### config.mk
export PLATFORM = sky130hd
export DESIGN_NAME = data_packer
export DESIGN_NICKNAME = d
export VERILOG_FILES = /design/src/rtl/data_packer.sv
export SDC_FILE = /design/constraint.sdc
export NUM_CORES = 1
export LEC_CHECK = 0
export ABC_AREA = 1
export CORE_AREA = 3 3 76 78
export CTS_BUF_LIST = sky130_fd_sc_hd__clkbuf_16
export DETAILED_ROUTE_END_ITERATION = 16
export DIE_AREA = 0 0 79 81
export GPL_ROUTABILITY_DRIVEN = 1
export PLACE_DENSITY = 0.79
export SLEW_MARGIN = 25
export SYNTH_ARGS = -nofsm -noshare
export SYNTH_HDL_FRONTEND = slang
export SYNTH_SLANG_ARGS = --single-unit
### constraint.sdc
create_clock -name clk -period 2.1 [get_ports clk]
set_clock_uncertainty 0.1 [all_clocks]
set_input_delay 0.63 -clock clk [delete_from_list [all_inputs] [get_ports clk]]
set_output_delay 0.63 -clock clk [all_outputs]
set_load 0.005 [all_outputs]
### src/rtl/data_packer.sv
// ============================================================================
// Module   : data_packer
// Purpose  : Packs a qualified serial bit stream into bytes. Completed bytes
//            are queued in a small circular FIFO. The head byte is held
//            steady on a register for a combinational downstream consumer.
// Revision : 1.0 - initial release
// ============================================================================
`default_nettype none

module data_packer #(
  parameter int MSB_FIRST = 1,  // 1: first bit -> rx_data[7]; 0: first bit -> rx_data[0]
  parameter int DEPTH     = 4   // FIFO depth in bytes, power of 2, >= 2
) (
  input  logic                     clk,
  input  logic                     rst,
  input  logic                     bit_i,
  input  logic                     bit_valid_i,
  input  logic                     frame_clr_i,
  input  logic                     data_read_i,
  input  logic                     err_clr_i,
  output logic [7:0]               rx_data_o,
  output logic                     data_ready_o,
  output logic [$clog2(DEPTH):0]   fifo_count_o,
  output logic [2:0]               bit_count_o,
  output logic                     overrun_error_o
);

  localparam int               PTR_W   = $clog2(DEPTH);
  localparam int               CNT_W   = PTR_W + 1;
  localparam logic [CNT_W-1:0] C_DEPTH = CNT_W'(DEPTH);
  localparam logic [PTR_W-1:0] C_PTR_1 = PTR_W'(1);

  // Architectural state
  logic [7:0]       shift_q,    shift_d;
  logic [2:0]       bit_cnt_q,  bit_cnt_d;
  logic [PTR_W-1:0] wr_ptr_q,   wr_ptr_d;
  logic [PTR_W-1:0] rd_ptr_q,   rd_ptr_d;
  logic [CNT_W-1:0] count_q,    count_d;
  logic [7:0]       rx_data_q,  rx_data_d;
  logic             overrun_q,  overrun_d;
  logic [7:0]       mem_q [DEPTH];

  // Intermediate decode
  logic [7:0]       w_shift_in;
  logic             w_byte_done;
  logic             w_empty;
  logic             w_full;
  logic             w_pop;
  logic             w_push;
  logic             w_drop;
  logic [PTR_W-1:0] w_rd_ptr_nxt;

  // Shift-in direction is fixed by the bit order parameter.
  assign w_shift_in = (MSB_FIRST != 0) ? {shift_q[6:0], bit_i}
                                       : {bit_i, shift_q[7:1]};

  // Bit accumulation; frame_clr wins over a coincident valid bit.
  always_comb begin
    shift_d     = shift_q;
    bit_cnt_d   = bit_cnt_q;
    w_byte_done = 1'b0;
    if (frame_clr_i) begin
      shift_d   = 8'h00;
      bit_cnt_d = 3'd0;
    end else if (bit_valid_i) begin
      shift_d     = w_shift_in;
      bit_cnt_d   = bit_cnt_q + 3'd1;
      w_byte_done = (bit_cnt_q == 3'd7);
    end
  end

  assign w_empty      = (count_q == '0);
  assign w_full       = (count_q == C_DEPTH);
  // A pop on an empty FIFO is ignored, even if a byte lands this cycle.
  assign w_pop        = data_read_i && !w_empty;
  // A concurrent pop frees the slot a full FIFO needs for the new byte.
  assign w_push       = w_byte_done && (!w_full || w_pop);
  assign w_drop       = w_byte_done && !w_push;
  assign w_rd_ptr_nxt = rd_ptr_q + C_PTR_1;

  // FIFO pointer/count update, head-byte selection and sticky overrun.
  always_comb begin
    wr_ptr_d  = w_push ? (wr_ptr_q + C_PTR_1) : wr_ptr_q;
    rd_ptr_d  = w_pop  ? w_rd_ptr_nxt         : rd_ptr_q;
    count_d   = count_q + CNT_W'(w_push) - CNT_W'(w_pop);
    rx_data_d = rx_data_q;
    if (w_pop) begin
      // With one entry left, the next head is either the byte being
      // written right now or nothing.
      if (count_q == CNT_W'(1)) begin
        rx_data_d = w_push ? w_shift_in : 8'h00;
      end else begin
        rx_data_d = mem_q[w_rd_ptr_nxt];
      end
    end else if (w_push && w_empty) begin
      rx_data_d = w_shift_in;
    end
    overrun_d = overrun_q;
    if (err_clr_i) begin
      overrun_d = 1'b0;
    end
    if (w_drop) begin
      overrun_d = 1'b1;
    end
  end

  // Control and output registers, cleared asynchronously.
  always_ff @(posedge clk or posedge rst) begin
    if (rst) begin
      shift_q   <= 8'h00;
      bit_cnt_q <= 3'd0;
      wr_ptr_q  <= '0;
      rd_ptr_q  <= '0;
      count_q   <= '0;
      rx_data_q <= 8'h00;
      overrun_q <= 1'b0;
    end else begin
      shift_q   <= shift_d;
      bit_cnt_q <= bit_cnt_d;
      wr_ptr_q  <= wr_ptr_d;
      rd_ptr_q  <= rd_ptr_d;
      count_q   <= count_d;
      rx_data_q <= rx_data_d;
      overrun_q <= overrun_d;
    end
  end

  // Byte storage; contents are only observed through valid pointers.
  always_ff @(posedge clk) begin
    if (w_push) begin
      mem_q[wr_ptr_q] <= w_shift_in;
    end
  end

  assign rx_data_o       = rx_data_q;
  assign data_ready_o    = !w_empty;
  assign fifo_count_o    = count_q;
  assign bit_count_o     = bit_cnt_q;
  assign overrun_error_o = overrun_q;

endmodule

`default_nettype wire

Yosys cells after proc, flatten, opt, wreduce, memory -nomap -nowiden
Memories as Yosys holds them, arrays and structs flattened.
Index checks and enable logic that the tools add are counted.
{"block": "totals", "ff_bits": 26, "ramBits": 32, "output_inout_bits": 16, "n_memories": 1}
{"memory": "mem_q", "words": 4, "width": 8, "rd": 1, "rd_clocked_by_memory_dff": 0, "wr": 1, "line_no": "41", "source": "logic [7:0] mem_q [DEPTH];"}
{"block": "op_classes", "n_addsub": 5, "eq_ne": 3, "mux": 14, "reduce_logical": 12}
{"cell": "2-to-1 mux 8 bit", "n": 4}
{"cell": "2-to-1 mux 7 bit", "n": 2}
{"cell": "equality test 3 bit, second input constant", "n": 2}
{"cell": "2-to-1 mux 1 bit", "n": 6}
{"cell": "2-to-1 mux 3 bit", "n": 2}
{"cell": "nonzero test 2 bit", "n": 3}
{"cell": "adder 2 x 1 -> 2 bit, second input constant", "n": 2}
{"cell": "logical AND 1 bit", "n": 4}
{"cell": "adder 3 x 1 -> 3 bit", "n": 1}
{"cell": "adder 3 x 1 -> 3 bit, second input constant", "n": 1}
{"cell": "equality test 3 x 1 -> 1 bit, second input constant", "n": 1}
{"cell": "zero test 1 bit", "n": 3}
{"cell": "zero test 3 bit", "n": 1}
{"cell": "subtractor 3 x 1 -> 3 bit", "n": 1}
{"cell": "logical OR 1 bit", "n": 1}

Longest topological paths before layout
Gate-level depths: netlist of run 1.
{"block": "depth", "depth_word": 8, "ltp_mapped": 11}

Worst setup path before layout of run 1
No wires, ideal clock.
{"block": "synth_timing", "path_type": "input to register", "start": "input frame_clr_i", "end": "register count_q[2], in the netlist fifo_count_o[2]", "setup_ns": 0.123, "t_arrival_ns": 2.041, "t_required_ns": 1.877, "path_slack_ns": -0.164, "path_stages": 10, "path_buffers": 0, "path_cell_list": "inv_1 -> nand3_2 -> inv_2 -> nand2_2 -> ha_1 -> inv_1 -> ha_1 -> inv_1 -> fa_1 -> xnor2_1"}
{"block": "synth_between", "elab_chain_cells": 4}
{"item": "start, declared", "line_no": "18", "source": "input logic frame_clr_i,"}
{"item": "2-to-1 mux 1 bit", "line_no": "62", "source": "if (frame_clr_i) begin"}
{"item": "logical AND 1 bit", "line_no": "77", "source": "assign w_push = w_byte_done && (!w_full || w_pop);"}
{"item": "adder 3 x 1 -> 3 bit", "line_no": "85", "source": "count_d = count_q + CNT_W'(w_push) - CNT_W'(w_pop);"}
{"item": "subtractor 3 x 1 -> 3 bit", "line_no": "85"}
{"item": "net count_d[2]", "line_no": "38", "source": "logic [CNT_W-1:0] count_q, count_d;"}
{"item": "end signal, assigned", "line_no": "122", "source": "count_q <= count_d;"}
{"item": "end, declared", "line_no": "38"}
The timed path passes the listed nets, and every way through them passes these cells.
A chain may end at the register's enable or synchronous reset.

Final worst setup path of run 1
{"block": "layout_timing", "start": "register bit_cnt_q[1], in the netlist bit_count_o[1]", "end": "register count_q[1], in the netlist fifo_count_o[1]"}
{"block": "layout_between", "elab_chain_cells": 6}
{"item": "start, declared", "line_no": "35", "source": "logic [2:0] bit_cnt_q, bit_cnt_d;"}
{"item": "start signal, assigned", "line_no": "119", "source": "bit_cnt_q <= bit_cnt_d;"}
{"item": "equality test 3 bit", "line_no": "68", "source": "w_byte_done = (bit_cnt_q == 3'd7);"}
{"item": "2-to-1 mux 1 bit", "line_no": "65", "source": "end else if (bit_valid_i) begin"}
{"item": "2-to-1 mux 1 bit", "line_no": "62"}
{"item": "logical AND 1 bit", "line_no": "77"}
{"item": "adder 3 x 1 -> 3 bit", "line_no": "85"}
{"item": "subtractor 3 x 1 -> 3 bit", "line_no": "85"}
{"item": "net count_d[1]", "line_no": "38"}
The timed path passes the listed nets, and every way through them passes these cells.

==> results of run 1 <==
-- routing by layer --
layer,vias up,wire [µm],global-route usage (%)
met5,-,0,0
met4,0,168,11.68
met3,14,233,5.432
met2,38,3005,34.76
met1,920,2345,23.91
li1,951,-,-
-- registers in the layout (all words and copies together), names as in the netlist --
register         count
rx_data_o            8
shift_q              7
mem_q               32
bit_count_o          3
wr_ptr_q             2
rd_ptr_q             2
fifo_count_o         3
overrun_error_o      1
-- path summary, 6_finish.rpt --
check / to / cells after the start / slack, ns / startpoint
setup / recovery: fifo_count_o[1]$_DFF_PP0_ / 11 / -0.03 / bit_count_o[1]$_DFFE_PP0P_
hold / removal: rx_data_o[3]$_DFFE_PP0P_ / 2 / 0.41 / rx_data_o[3]$_DFFE_PP0P_
setup reg to reg: fifo_count_o[1]$_DFF_PP0_ / 11 / -0.03 / bit_count_o[1]$_DFFE_PP0P_
hold reg to reg: rx_data_o[3]$_DFFE_PP0P_ / 2 / 0.41 / rx_data_o[3]$_DFFE_PP0P_
max in group asynchronous: fifo_count_o[2]$_DFF_PP0_ / 3 / 1.07 / rst
min in group asynchronous: fifo_count_o[0]$_DFF_PP0_ / 3 / 0.56 / rst
-- area by class of cell --
class                   instances  area [µm²]  area share (%)
flip-flops and latches         58        1614           46.40
multi-input cells             168       945.9           27.19
repair buffers                 47       415.4           11.94
clock buffers                   9       225.2           6.475
inverters                      30       120.1           3.453
well taps                      70       87.58           2.518
clock inverters                 7       70.07           2.014
-- synth_stat cells (3+ instances only) --
library cell	count	area [µm²]
dfrtp_1	26	650.6
edfxtp_1	32	960.9
ha_1	8	100.1
inv_1	25	93.84
inv_2	5	18.77
nand2_1	100	375.4
nand2_2	3	18.77
nand2_4	3	33.78
nand3_1	23	115.1
nand3b_1	4	30.03
nor2_1	6	22.52
o21ai_0	3	15.01
o22ai_1	6	37.54
-- logic make-up after synthesis --
group / after synthesis
xor+xnor: 4
compound gates: 12
flops: 58
simple gates: 143
fa+ha+maj: 9
buf+inv: 34
-- timing repair --
| item | 4_1_cts | 5_1_grt |
|---|---|---|
| endpoints found under the setup margin | 5 | 4 |
| resized for setup | 7 | 8 |
| buffers inserted | 3 | 1 |
| pin swaps | 2 | 3 |
-- critical path: stages, from the launching register on --
cell and delay [ns]:
dfrtp_1 0.42, ha_4 0.19, ha_4 0.16, nand3_4 0.08
inv_4 0.04, nand2_4 0.06, ha_4 0.20, inv_4 0.05
ha_4 0.11, inv_2 0.04, fa_2 0.54, inv_2 0.04
-- power by group through the flow --
stage,sequential (mW),combinational [mW],clock (mW)
after detailed placement,1.49,1.26,0
after global placement,1.49,1.24,0
after global routing,1.48,1.52,1.50
after CTS,1.46,1.35,1.44
after floorplan,1.47,0.805,0
final,1.46,1.35,1.42
==> flow_metrics.tcl, run 1 <==
set metrics [dict create \
    placed_cells 369 \
    final_util_pct 67.67 \
    layout.nets 330 \
    layout_setup_ws_ns -0.03131 \
    violations "negative setup slack" \
    synth_flop_cell "edfxtp_1" \
    ys_types 24 \
    relSlewSlack_pct 77.69 \
    status "complete, but fails checks" \
    synth-simple-area-share_pct 24.48 \
    vias 1923 \
    grt_pass1_vias 1977 \
    final_cell_mix "100 x nand2_1, 32 x edfxtp_1, 24 x dfrtp_1, 24 x buf_4, 22 x nand3_1" \
    maxSlewViolCount 0 \
    initialDrtViolationCount 135 \
    netlist_area_um2 2633 \
    hpwlAfterDp_um 3774 \
    grt_overflow 0 \
    start_kind "flip-flop" \
    htreeDepth 3 \
    synth-edff-count 32 \
    synth_top_family_by_area "simple AND/OR/NAND/NOR gates" \
    io_pins 23 \
    yosys_warnings 0 \
    fin_crit_sh_pct 101.5 \
    wl_per_cell_um 14.79 \
    max_freq_ghz 0.4692 \
    dp_slack_ns -0.5041 \
    p_switching_mw 1.374 \
    synth-async-reset-ratio_pct 44.83 \
    n_antenna_cell 0 \
    path_max_fanout 2 \
    synth_compound_area_share_pct 2.709 \
    yosys.area_share.adder_pct 4.563 \
    initial_utilization_pct 51.22 \
    filler_cell_count 390 \
    core-area_um2 5140 \
    rows 26 \
    design_area_um2 3478 \
    power_mw 4.235 \
    fin_crit_ns 2.131 \
    antenna_found_initial 0 \
    clk_latency_ns 0.32 \
    drc 0 \
    cts_tree "done" \
    hold_buffers 0 \
    crit_type "reg2reg" \
    ys_seq_area_share_pct 61.22 \
    routed_via_density 4.943 \
    cts-root-buf "clkbuf_16" \
    syn_area_per_cell_um2 10.13 \
    cellPowerDensity_nw_per_um2 1218 \
    tightest_slew_ns 0.3346 \
    globalplace.congestion 0.8370 \
    die_h_um 81 \
    end_kind "flip-flop" \
    maxCapViolations 0 \
    grt_pass1_wl_um 9563 \
    ys_ff_latch 58 \
    synthToLayoutAreaGrowth_pct 32.13 \
    die-area_um2 6399 \
    final_common_cell "nand2_1" \
    rsz0062_at_grt "yes" \
    grt_max_degree 27 \
    crit_arrival_ns 2.25 \
    stdcell_count 389 \
    hold_violations 0 \
    worstPathRequired_ns 2.22 \
    hold-worst-slack_ns 0.4133 \
    clk_pin_slew_ns 0.05 \
    postSynthCellCount 260 \
    wirelength_um 5753 \
    vdd_ir_drop_max_v 0.0009868 \
    die_x_um 79 \
    p_seq_share_pct 34.5 \
    comb_power_share_pct 32.0 \
    io_buffers 22 \
    p_leak_nw 1.620 \
    power.internal_mw 2.861 \
    fin_tns_setup_ns -0.03131 \
    grtUsageTotal_pct 20.61 \
    dr.pass1.iters 4 \
    drt.antenna.violating_nets 0 \
    cts_made_buffers 9 \
    muxShareOfSynthArea_pct 0 \
    switching_share_pct 32.44 \
    setup_viol 1 \
    hp-class "reg2reg" \
    synth_xor_area_share_pct 1.331 \
    p_clk_share_pct 33.5 \
    synth_fp_nets 276 \
    layout-drive-gt1-share_pct 21.94 \
    placed_area_um2 3127 \
    clock_path_buffers 2 \
    clock-sinks 58 \
]
(Power assumes the default switching activity.)
==> inputs of run 2 (changes only) <==
- CORE_AREA: 3 3 76 78 -> 3 3 109 69
- DIE_AREA: 0 0 79 81 -> 0 0 112 72
- PLACE_DENSITY: 0.79 -> 0.66
==> flow_metrics.tcl, run 2 (same netlist as run 1, synthesis figures left out) <==
set metrics [dict create \
    crit_type "reg2out" \
    vdd_ir_drop_max_v 0.0006087 \
    status "finished clean" \
    maxCapViolations 0 \
    clk_pin_slew_ns 0.05 \
    grt_pass1_vias 1870 \
    relSlewSlack_pct 73.82 \
    maxSlewViolCount 0 \
    drc 0 \
    cts-root-buf "clkbuf_16" \
    clock_path_buffers 2 \
    power_mw 4.037 \
    tightest_slew_ns 0.3927 \
    rr_startpoint "fifo_count_o[1]$_DFF_PP0_" \
    p_leak_nw 1.583 \
    largest-register "mem_q" \
    path_max_fanout 4 \
    grt_pass1_wl_um 9715 \
    hp-class "reg2reg" \
    io_pins 23 \
    fin_tns_setup_ns 0 \
    antenna_found_initial 0 \
    fin_crit_ns 2.090 \
    setup_viol 0 \
    htreeDepth 3 \
    design_area_um2 3453 \
    routed_via_density 4.663 \
    rows 23 \
    core-area_um2 6590 \
    grt_overflow 0 \
    dp_slack_ns -0.5210 \
    worstSetupStartpoint "fifo_count_o[1]$_DFF_PP0_" \
    whs_path_depth 2 \
    vias 1893 \
    cts_tree "done" \
    io_buffers 22 \
    placed_area_um2 3153 \
    largest_reg_flops 32 \
    layout-drive-gt1-share_pct 20.69 \
    start_kind "flip-flop" \
    wirelength_um 5845 \
    grtUsageTotal_pct 16.05 \
    worstPathRequired_ns 1.37 \
    drt.antenna.violating_nets 0 \
    crit_arrival_ns 1.36 \
    reg2reg_depth 10 \
    final_cell_mix "100 x nand2_1, 32 x edfxtp_1, 24 x dfrtp_1, 23 x inv_1" \
    hpwlAfterDp_um 4073 \
    rsz0062_at_grt "yes" \
    die_h_um 72 \
    cellPowerDensity_nw_per_um2 1169 \
    clock-sinks 58 \
    fin_crit_sh_pct 99.51 \
    final_common_cell "nand2_1" \
    grt_max_degree 27 \
    die_x_um 112 \
    hold_violations 0 \
    end_kind "output pin" \
    initial_utilization_pct 39.95 \
    synthToLayoutAreaGrowth_pct 31.18 \
    globalplace.congestion 0.8868 \
    holdCritStartpoint "rx_data_o[3]$_DFFE_PP0P_" \
    dr.pass1.iters 4 \
    layout_setup_ws_ns 0.01033 \
    clk_latency_ns 0.32 \
    cts_made_buffers 9 \
    hold-worst-slack_ns 0.4114 \
    max_freq_ghz 0.4785 \
    n_antenna_cell 0 \
    initialDrtViolationCount 115 \
    die-area_um2 8064 \
    wl_per_cell_um 14.40 \
    layout.nets 330 \
]
[run 2: cell count changes in the layout (fill, tap and decap cells not counted), sizes merged]
cell / delta
bufinv: -1
inv: +3
dlymetal6s2s: -4
clkdlybuf4s50: +4
clkinvlp: -4
clkinv: +2
[run 2: final timing paths]
| check | to | slack, ns |
|---|---|---|
| min in group asynchronous | bit_count_o[2]$_DFFE_PP0P_ | 0.56 |
| worst max-delay path | fifo_count_o[1] | 0.01 |
| worst min-delay path | rx_data_o[3]$_DFFE_PP0P_ | 0.41 |
| worst max register to register | fifo_count_o[1]$_DFF_PP0_ | 0.02 |
| worst min register to register | rx_data_o[3]$_DFFE_PP0P_ | 0.41 |
| max in group asynchronous | fifo_count_o[1]$_DFF_PP0_ | 1.05 |
[run 2: metal layers]
metal  wire length (µm)  track usage (%)
met1               2975            23.26
met5                  0                0
met3                370            6.583
met2               2436            22.24
met4                 61            4.400
[run 2: metrics by stage]
stage,util (%),cells
2_1_floorplan,-,260
4_1_cts,52.17,404
5_1_grt,52.40,406
3_3_place_gp,47.85,385
3_5_place_dp,47.85,385
6_report,52.40,406
[run 2: timing repair]
action / CTS / global route
pin swaps: 3 / 3
setup buffers: 3 / 2
setup endpoints to repair: 5 / 3
hold buffers: 0 / 0
gates resized for setup: 9 / 1
[run 2: critical path, stage by stage (launching register included)]
cell	delay [ns]
dfrtp_2	0.38
buf_4	0.15
clkdlybuf4s50_1	0.51
[run 2: final cells by class]
class / instances / area, µm²
Inverter: 30 / 117.6
Timing Repair Buffer: 47 / 421.7
Clock inverter: 7 / 30.03
Multi-Input combinational cell: 168 / 935.9
Clock buffer: 9 / 225.2
Fill cell: 614 / 3137
Sequential cell: 58 / 1614
Tap cell: 87 / 108.9
[run 2: power by group]
| part | leakage [nW] | switching (mW) | total [mW] | internal [mW] |
|---|---|---|---|---|
| clock network | 0.140 | 0.476 | 1.25 | 0.771 |
| registers | 0.622 | 0.117 | 1.45 | 1.34 |
| logic | 0.820 | 0.736 | 1.34 | 0.601 |
| total | 1.58 | 1.33 | 4.04 | 2.71 |
